$ cat config.mk
export PLATFORM = sky130hd
export DESIGN_NAME = tdm_transmission
export DESIGN_NICKNAME = d
export VERILOG_FILES = /design/src/rtl/tdm_transmission.sv
export SDC_FILE = /design/constraint.sdc
export NUM_CORES = 1
export LEC_CHECK = 0
export ABC_AREA = 1
export CORE_UTILIZATION = 49
export DETAILED_ROUTE_END_ITERATION = 6
export PLACE_DENSITY = 0.8
export SETUP_SLACK_MARGIN = 0.05
export SYNTH_ARGS = -nofsm -noshare
export SYNTH_HDL_FRONTEND = slang
export SYNTH_SLANG_ARGS = --single-unit
export TNS_END_PERCENT = 100
$ cat constraint.sdc
create_clock -name clk -period 2.87 [get_ports clk]
set_input_delay 0.574 -clock clk [delete_from_list [all_inputs] [get_ports clk]]
set_output_delay 0.574 -clock clk [all_outputs]
set_load 0.005 [all_outputs]
$ cat src/rtl/tdm_transmission.sv
// -----------------------------------------------------------------------------
// tdm_transmission
//
// Time-division multiplexed transmitter with a local demultiplexing bank.
// A frame request captures the parallel source iData into a shadow register.
// The block then serialises the captured channel words one per clock, either
// all CH channels in ascending order (scan mode) or one selected channel
// (single mode). Every transmitted word is also written into the matching
// slice of the destination bank oData. Slices that are not transmitted keep
// their previous contents.
//
// Parameters
//   WIDTH   bits per channel word
//   SEL_W   channel-select width, channel count CH = 2**SEL_W
//
// Ports
//   clk     rising-edge clock
//   rst_n   asynchronous active-low reset
//   iStart  frame request, only looked at while idle
//   iMode   0 = scan all channels, 1 = single channel (sampled with iStart)
//   iSel    channel used in single mode (sampled with iStart)
//   iData   parallel source, channel k at [k*WIDTH +: WIDTH]
//   oBusy   frame in progress (SEND or DONE)
//   oValid  oWord/oChan carry a transmitted word
//   oChan   channel index of oWord
//   oWord   serialised channel word
//   oData   destination bank, same slicing as iData
//   oDone   one-cycle pulse alongside the last word of a frame
// -----------------------------------------------------------------------------
module tdm_transmission #(
    parameter int WIDTH = 8,
    parameter int SEL_W = 3
) (
    input  logic                            clk,
    input  logic                            rst_n,
    input  logic                            iStart,
    input  logic                            iMode,
    input  logic [SEL_W-1:0]                iSel,
    input  logic [(2**SEL_W)*WIDTH-1:0]     iData,
    output logic                            oBusy,
    output logic                            oValid,
    output logic [SEL_W-1:0]                oChan,
    output logic [WIDTH-1:0]                oWord,
    output logic [(2**SEL_W)*WIDTH-1:0]     oData,
    output logic                            oDone
);

    localparam int CH    = 2**SEL_W;
    localparam int TOTAL = CH * WIDTH;

    typedef enum logic [1:0] {
        IDLE = 2'b00,
        SEND = 2'b01,
        DONE = 2'b10
    } state_t;

    state_t             state;
    logic [SEL_W-1:0]   slotCnt;
    logic               modeReg;
    logic [TOTAL-1:0]   shadow;

    logic               lastSlot;
    logic [WIDTH-1:0]   curWord;

    // Word currently addressed by the slot counter in the captured frame.
    always_comb begin
        curWord = shadow[slotCnt*WIDTH +: WIDTH];
    end

    // The word being emitted ends the frame in single mode, or on the top
    // channel in scan mode; the counter therefore never wraps inside a frame.
    always_comb begin
        lastSlot = 1'b0;
        if (modeReg) begin
            lastSlot = 1'b1;
        end else if (slotCnt == SEL_W'(CH - 1)) begin
            lastSlot = 1'b1;
        end else begin
            lastSlot = 1'b0;
        end
    end

    // Status flags are pure decodes of the state register.
    always_comb begin
        oBusy = 1'b0;
        oDone = 1'b0;
        if (state == SEND) begin
            oBusy = 1'b1;
        end else if (state == DONE) begin
            oBusy = 1'b1;
            oDone = 1'b1;
        end else begin
            oBusy = 1'b0;
            oDone = 1'b0;
        end
    end

    // Frame controller: capture, serialise, demultiplex, registered outputs.
    always_ff @(posedge clk or negedge rst_n) begin
        if (!rst_n) begin
            state   <= IDLE;
            slotCnt <= {SEL_W{1'b0}};
            modeReg <= 1'b0;
            shadow  <= {TOTAL{1'b0}};
            oValid  <= 1'b0;
            oChan   <= {SEL_W{1'b0}};
            oWord   <= {WIDTH{1'b0}};
            oData   <= {TOTAL{1'b0}};
        end else begin
            case (state)
                IDLE: begin
                    oValid <= 1'b0;
                    if (iStart) begin
                        // Everything the frame depends on is frozen here so
                        // later input changes cannot disturb it.
                        shadow  <= iData;
                        modeReg <= iMode;
                        slotCnt <= iMode ? iSel : {SEL_W{1'b0}};
                        state   <= SEND;
                    end
                end
                SEND: begin
                    oValid <= 1'b1;
                    oChan  <= slotCnt;
                    oWord  <= curWord;
                    oData[slotCnt*WIDTH +: WIDTH] <= curWord;
                    if (lastSlot) begin
                        state <= DONE;
                    end else begin
                        slotCnt <= slotCnt + SEL_W'(1);
                    end
                end
                DONE: begin
                    // The last word stays valid for this one cycle; oChan and
                    // oWord keep their values after leaving.
                    oValid <= 1'b0;
                    state  <= IDLE;
                end
                default: begin
                    oValid <= 1'b0;
                    state  <= IDLE;
                end
            endcase
        end
    end

endmodule

# ---- Word level (Yosys, flattened, before mapping)
# Index checks and enable logic that the tools add are counted.
dict set report classes {
  addsub 2
  n_eq_ne 6
  shift 3
  n_mux 14
  reduce_logical 5
}
# operator count
set op_table {}
lappend op_table {{bitwise mux 64 bit} 1}
lappend op_table {{variable shift 8 x 34 -> 64 bit, first input constant} 1}
lappend op_table {{indexed part select 64 x 7 -> 8 bit} 1}
lappend op_table {{indexed part select 8 x 34 -> 64 bit} 1}
lappend op_table {{negator 6 -> 34 bit} 1}
lappend op_table {{two-way mux 3 bit} 3}
lappend op_table {{two-way mux 1 bit} 6}
lappend op_table {{inequality test 2 bit, second input constant} 3}
lappend op_table {{one-hot mux 3 bit (2 select lines)} 1}
lappend op_table {{two-way mux 2 bit} 2}
lappend op_table {{one-hot mux 2 bit (2 select lines)} 1}
lappend op_table {{AND reduction 2 bit} 2}
lappend op_table {{adder 3 x 1 -> 3 bit, second input constant} 1}
lappend op_table {{equality test 3 bit, second input constant} 1}
lappend op_table {{AND reduction 3 bit} 1}
lappend op_table {{equality test 2 x 1 -> 1 bit, second input constant} 1}
lappend op_table {{equality test 2 bit, second input constant} 1}
lappend op_table {{logical NOT 2 bit} 1}
lappend op_table {{nonzero test 2 bit} 1}
dict set report totals {
  ff_bits 146
  in_bits 71
  output_inout_bits 78
  word_cells 38
}

# ---- Logic depth before layout (Yosys ltp)
# Gate-level depths: netlist (run 1).
dict set report depth {
  word_depth 5
  mapped_depth 15
  ltp_nobuf 9
}

# ---- Worst setup path after synthesis (run 1)
# OpenSTA, ideal clock, no wires.
dict set report synth_timing {
  path_type {reg-to-reg}
  start {reg slotCnt[0]}
  end {reg oData[0]}
  setup_time_ps 80
  arrival_time_ps 2396
  required_ps 2790
  path_slack_ps 394
  path_stages_with_launch 14
  n_path_buf 5
  period_less_slack_ps 2476
  path_cell_list {dfrtp_1 -> buf_6 -> inv_6 -> buf_12 -> buf_6 -> buf_2 -> buf_2 -> ha_1 -> ha_1 -> inv_1 -> nand3_1 -> nor3_2 -> nand3_1 -> o21ai_1}
}
dict set report synth_via {
  elab_chain_cells 3
  word_cells_on_any_way 5
  cone_classes {1 x add/sub; 3 x shift; 1 x mux}
}
# item line
set synth_rtl {}
lappend synth_rtl {{start: declaration} 58} ;# logic [SEL_W-1:0] slotCnt;
lappend synth_rtl {{start signal: assignment} 102} ;# slotCnt <= {SEL_W{1'b0}};
lappend synth_rtl {{start signal: assignment} 118} ;# slotCnt <= iMode ? iSel : {SEL_W{1'b0}};
lappend synth_rtl {{start signal: assignment} 130} ;# slotCnt <= slotCnt + SEL_W'(1);
lappend synth_rtl {{indexed part select 64 x 7 -> 8 bit or negator 6 -> 34 bit (tied branches)} {67, 126}}
lappend synth_rtl {{indexed part select 8 x 34 -> 64 bit or variable shift 8 x 34 -> 64 bit (tied branches)} 126} ;# oData[slotCnt*WIDTH +: WIDTH] <= curWord;
lappend synth_rtl {{bitwise mux 64 bit *} 126}
lappend synth_rtl {{end signal: assignment} 108} ;# oData <= {TOTAL{1'b0}};
lappend synth_rtl {{end signal: indexed assignment} 126}
lappend synth_rtl {{end: declaration} 44} ;# output logic [(2**SEL_W)*WIDTH-1:0] oData,
# Mark *: on every way between the ends. The rest lies on a longest branch, timed or not.
# A chain may end at the register's enable or synchronous reset.

# ---- Final worst setup path (run 1)
dict set report layout_timing {
  start {reg slotCnt[0]}
  end {reg oData[1]}
}
# The elaborated chain is that of the path after synthesis.

==> flow_summary.toml, run 1 <==
[run_status]
outcome = "finished clean"

[timing]
finalSetupViolCount = 0
fin_tns_setup_ps = 0
rsz0062_at_grt = "no"
fin_crit_sh_pct = 78.1
fmax_mhz = 446
tightest_slew_ps = 646
drv_slew = 0
hold_viol_final = 0
clock_skew_ps = 7.31
setup_ws_ps = 630
slew_headroom_pct = 57.0
finalCriticalPeriod_ps = 2240
hold_slack_ps = 102

[yosys]
synth_area_leaders = "dfrtp_1 54%, nand2_1 7.7%, a21oi_1 6.0%, nor2_1 4.8%, inv_1 4.5%"
synth-seq-cells = 146
synth-edff-count = 0
ys_top_cells_by_count = "146 x dfrtp_1, 139 x nand2_1, 86 x nor2_1"
async_flop_share_pct = 100
syn-cell-area_mm2 = 0.00678
ys_types = 33
synth_area_per_cell_um2 = 8.90
yosysWarnings = 0
synth_seq_area_share_pct = 53.9
yosys.area.top_type = "dfrtp_1"
synth_nets = 842
synth_most_common_cell = "dfrtp_1"
synth_top_cell_area_share_pct = 53.9
postSynthCellCount = 762
synth-main-ff-cell = "dfrtp_1"

[place]
gp_congestion = 0.910
dp_hpwl_um = 12000
place_inst = 1060
io_buffers = 148
place_ws_ps = 665

[clock_tree]
root_buffer = "clkbuf_16"
clkTransAtPathRegs_ps = 60
cts_tree = "built"
clockBufferDepth = 2
cts_made_buffers = 17
postCtsSetupRepairBufs = 0
clk_latency_ps = 420
postCtsHoldBufs = 0
clock_sinks = 146
post_cts_resized = 0
cts-htree-levels = 4

[worst_setup_path]
r2r_cells = 8
rrSetupSlack_ps = 630
worst_path_dominant_cell_family = "adder cells"
worstPathRequired_ps = 3200
r2r-start = "slotCnt[0]"
max_stage_delay_ps = 550
end_kind = "flop"
path_class = "flop to flop"
crit_chain = "inv_6 > ha_1 > ha_1 > inv_1 > nand3_1 > nor3_2 > nand3_1 > o21ai_1"
slowest_stage = "dfrtp_2"
timing.rr.end = "oData[1]"
arrival_ps = 2570
startpoint = "slotCnt[0]"
crit_buf_inv = 2
crit_fanout = 11
startpoint_type = "flop"

[die]
start_util_pct = 50.8
fp.coreArea_mm2 = 0.0133
die_x_um = 120
die_area_mm2 = 0.0143
row_count = 42
die_height_um = 120
ios = 149

[detailed_routing]
drc_errors = 0
viasPerCell = 5.15
routedWlPerCell_um = 15.6
drt_first_pass_iters = 5
first_iter_violations = 527
routed_wl_um = 17000
vias = 5628
antenna_left = 0

[cells_and_area]
syn2layout_area_growth_pct = 32.5
antenna_cells = 0
layout-drive-gt1-share_pct = 13.5
fill_cells = 1057
finalNonFillerCells = 1092
nets = 983

[hold_path]
hold_class = "primary input to async pin"

[power]
comb_power_share_pct = 45.8
p_sw_share_pct = 38.9
seqPwrFrac_pct = 32.3
clkPwrFrac_pct = 21.9
p_per_area_mw_per_mm2 = 1190
power.leakage_uw = 0.00427
finalPower_uw = 10700
ir_worst_vdd_v = 0.000639
internal_power_uw = 6520
p_sw_uw = 4160

[global_routing]
grt_pass1_vias = 5272
gr-total-overflow = 0
grt_pass1_wl_um = 27400
gr-usage-all-layers_pct = 25.1
antenna_found_initial = 0
grt_max_degree = 64

[job]
cap_violations = 0
## stage by stage
step	area [µm²]	utilization, %
2_1_floorplan	6780	-
3_3_place_gp	8360	62.6
3_5_place_dp	8360	62.6
4_1_cts	8990	67.3
5_1_grt	8990	67.3
6_report	8990	67.3
## logic make-up after synthesis
logic type,count (synthesis),share of synthesized area [%]
AND/OR/NAND/NOR,347,25.2
flip-flops,146,53.9
buffers and inverters,127,8.56
AO/OA/AOI/OAI,124,9.28
multiplexers,9,1.49
adder cells (fa/ha/maj),9,1.66
## layout make-up
class	instances	area, µm²	area share [%]
Timing Repair Buffer	161	1590	17.7
Sequential cell	146	3650	40.7
Multi-Input combinational cell	489	2560	28.5
Clock inverter	13	185	2.06
Clock buffer	19	443	4.93
Inverter	88	335	3.73
Tap cell	176	220	2.45
## power by group through the flow
stage          Clock (µW)  Combinational (µW)  Sequential [µW]
2_1_floorplan           0                3010             3380
3_3_place_gp            0                4710             3450
3_5_place_dp            0                4820             3470
4_1_cts              2350                4880             3440
5_1_grt              2440                5380             3540
6_report             2340                4890             3450
## how the worst max path moves through the flow
stage                     depth (start not counted)          to
after floorplan                                  13    oData[0]
after global placement                            5  shadow[17]
after detailed placement                          7   oData[14]
after CTS                                         3       oBusy
after global routing                              8    oData[1]
final                                             8    oData[1]
## cells in the final DEF, fill, tap and decap left out, drive strengths merged
cell           instances
nand2                146
clkbuf                19
ha                     9
nand3                 74
dfrtp                146
buf                   14
bufinv                 4
nor3                   3
mux2                   9
a21oi                 83
a31oi                  1
or2                   16
o21ai                 40
clkinvlp               5
clkdlybuf4s50        147
nor2                  97
inv                   87
clkinv                 5
nand4                 11
## registers in the layout, indices dropped and copies added (netlist names)
| signal | cells |
|---|---|
| slotCnt | 3 |
| state | 2 |
| oValid | 1 |
| oData | 64 |
| shadow | 64 |
| oChan | 3 |
| oWord | 8 |
| modeReg | 1 |
## layer usage
| metal | vias up | wire length [µm] | global-route usage (%) |
|---|---|---|---|
| li1 | 2710 | - | - |
| met1 | 2693 | 7820 | 35.2 |
| met2 | 192 | 7880 | 38.7 |
| met3 | 33 | 923 | 4.71 |
| met4 | 0 | 409 | 9.92 |
| met5 | - | 0 | 0 |
Power figures use the tool's default switching activity.
==> inputs of run 2 (changes only) <==
==> constraint.sdc (replaced) <==
create_clock -name clk -period 2.3 [get_ports clk]
set_input_delay 0.46 -clock clk [delete_from_list [all_inputs] [get_ports clk]]
set_output_delay 0.46 -clock clk [all_outputs]
set_load 0.005 [all_outputs]
==> run 2 against run 1 <==
The flow now finishes with violations (negative hold slack). Cell count is 0.27% higher. Die area did not move. Clock skew shrank 1.6 ps. Setup slack worse by 430 ps. Register-to-register slack got worse by 300 ps. Power grew 27%. Core utilization grew 0.78 points. First-iteration DRC count shrank 24%. Critical endpoint is now oBusy.
==> flow_summary.toml, run 2 (synthesis results as in run 1) <==
[worst_setup_path]
rrSetupSlack_ps = 330
end_kind = "primary output"
startpoint_type = "flop"
arrival_ps = 1640
timing.rr.end = "oData[31]"
worstPathRequired_ps = 1840
endpoint = "oBusy"
r2r-start = "state[1]"
startpoint = "state[0]"
crit_fanout = 4
r2r_cells = 7
path_class = "flop to primary output"

[power]
power.leakage_uw = 0.00431
ir_worst_vdd_v = 0.000748
p_per_area_mw_per_mm2 = 1490

[place]
dp_hpwl_um = 12200
gp_congestion = 0.806
io_buffers = 148

[timing]
tightest_slew_ps = 546
clock_skew_ps = 5.67
fmax_mhz = 476
finalSetupViolCount = 0
drv_slew = 0
fin_crit_sh_pct = 91.4
finalCriticalPeriod_ps = 2100
slew_headroom_pct = 63.6
hold_viol_final = 9
rsz0062_at_grt = "no"
hold_slack_ps = -17.1
fin_tns_setup_ps = 0

[global_routing]
gr-usage-all-layers_pct = 25.5
grt_pass1_wl_um = 27700
grt_pass1_vias = 5402
grt_max_degree = 53
antenna_found_initial = 0
gr-total-overflow = 0

[detailed_routing]
antenna_left = 0
vias = 5647
first_iter_violations = 399
drc_errors = 0
routed_wl_um = 17300
drt_first_pass_iters = 5
viasPerCell = 5.16
routedWlPerCell_um = 15.8

[clock_tree]
clockBufferDepth = 2
postCtsSetupRepairBufs = 0
clkTransAtPathRegs_ps = 60
clk_latency_ps = 420
cts_made_buffers = 17
cts-htree-levels = 4
cts_tree = "built"
clock_sinks = 146
post_cts_resized = 0
postCtsHoldBufs = 0
root_buffer = "clkbuf_16"

[cells_and_area]
syn2layout_area_growth_pct = 34.0
seqCellArea_mm2 = 0.00365
fill_cells = 1050
layout-drive-gt1-share_pct = 14.5
antenna_cells = 0
final_common_cell = "clkdlybuf4s50_1"
multi_input_area_mm2 = 0.00259
nets = 986
layout_common_cells = "147 x clkdlybuf4s50_1, 145 x dfrtp_1, 138 x nand2_1, 86 x nor2_1, 81 x a21oi_1"
reg_top3 = "oData: 64 flops, shadow: 64 flops, oWord: 8 flops"

[die]
die_area_mm2 = 0.0143
die_height_um = 120
row_count = 42
fp.coreArea_mm2 = 0.0133
die_x_um = 120
start_util_pct = 50.8
ios = 149

[job]
cap_violations = 0

[run_status]
violations = "negative hold slack"
outcome = "complete, but fails checks"

[hold_path]
hold_class = "primary input to async pin"
==> run 2: cell types whose count changed in the layout (fill, tap and decap cells not counted), sizes merged <==
cell      delta
buf          +3
clkinvlp     +1
bufinv       +1
inv          -1
clkbuf       -1
==> run 2: report_power, final <==
group          switching, µW  leakage (µW)  total [µW]  internal (µW)
Combinational           3570       0.00226        6240           2670
Clock                   1070      0.000304        3020           1950
Sequential               550       0.00174        4280           3730
Total                   5190       0.00431       13500           8350
==> run 2: worst min-delay path by stage <==
| stage | startpoint | to | slack, ps | depth (start not counted) |
|---|---|---|---|---|
| finish | rst_n | shadow[62] | -20 | 1 |
| floorplan | rst_n | modeReg | 160 | 0 |
| CTS | rst_n | shadow[62] | 7 | 1 |
| global placement | rst_n | shadow[59] | 450 | 1 |
| global route | rst_n | shadow[62] | 20 | 1 |
| detailed placement | rst_n | shadow[62] | 450 | 1 |
==> run 2: worst max-delay path, stage by stage (launching register included) <==
cell and delay, ps:
dfrtp_1 350, inv_1 90, ha_1 290, clkdlybuf4s50_1 490
==> run 2: metal layers <==
metal	vias to the layer above	share of wire, %	track usage, %	wire length [µm]
met5	-	0	0	0
met4	0	2.6	10.7	458
met3	33	5.2	4.52	893
met2	198	47	40.5	8180
met1	2695	45	34.4	7800
li1	2721	-	-	-
==> run 2: metrics by stage <==
stage          power [µW]  cell area (µm²)  utilization, %  setup slack (ps)  std cells
6_report            13500             9090            68.1               197       1095
5_1_grt             14400             9090            68.1               103       1095
4_1_cts             13600             9090            68.1               180       1095
3_5_place_dp        10500             8440            63.2               333       1063
3_3_place_gp        10300             8440            63.2               364       1063
2_1_floorplan        8100             6840               -              62.3        762
==> run 2: layout make-up <==
cell class              count  share of cell area (%)
clock buffers              18                    4.83
clock inverters            14                    2.33
inverters                  88                    3.73
multi-input cells         489                    28.5
flip-flops and latches    146                    40.2
well taps                 176                    2.42
repair buffers            164                    18.0
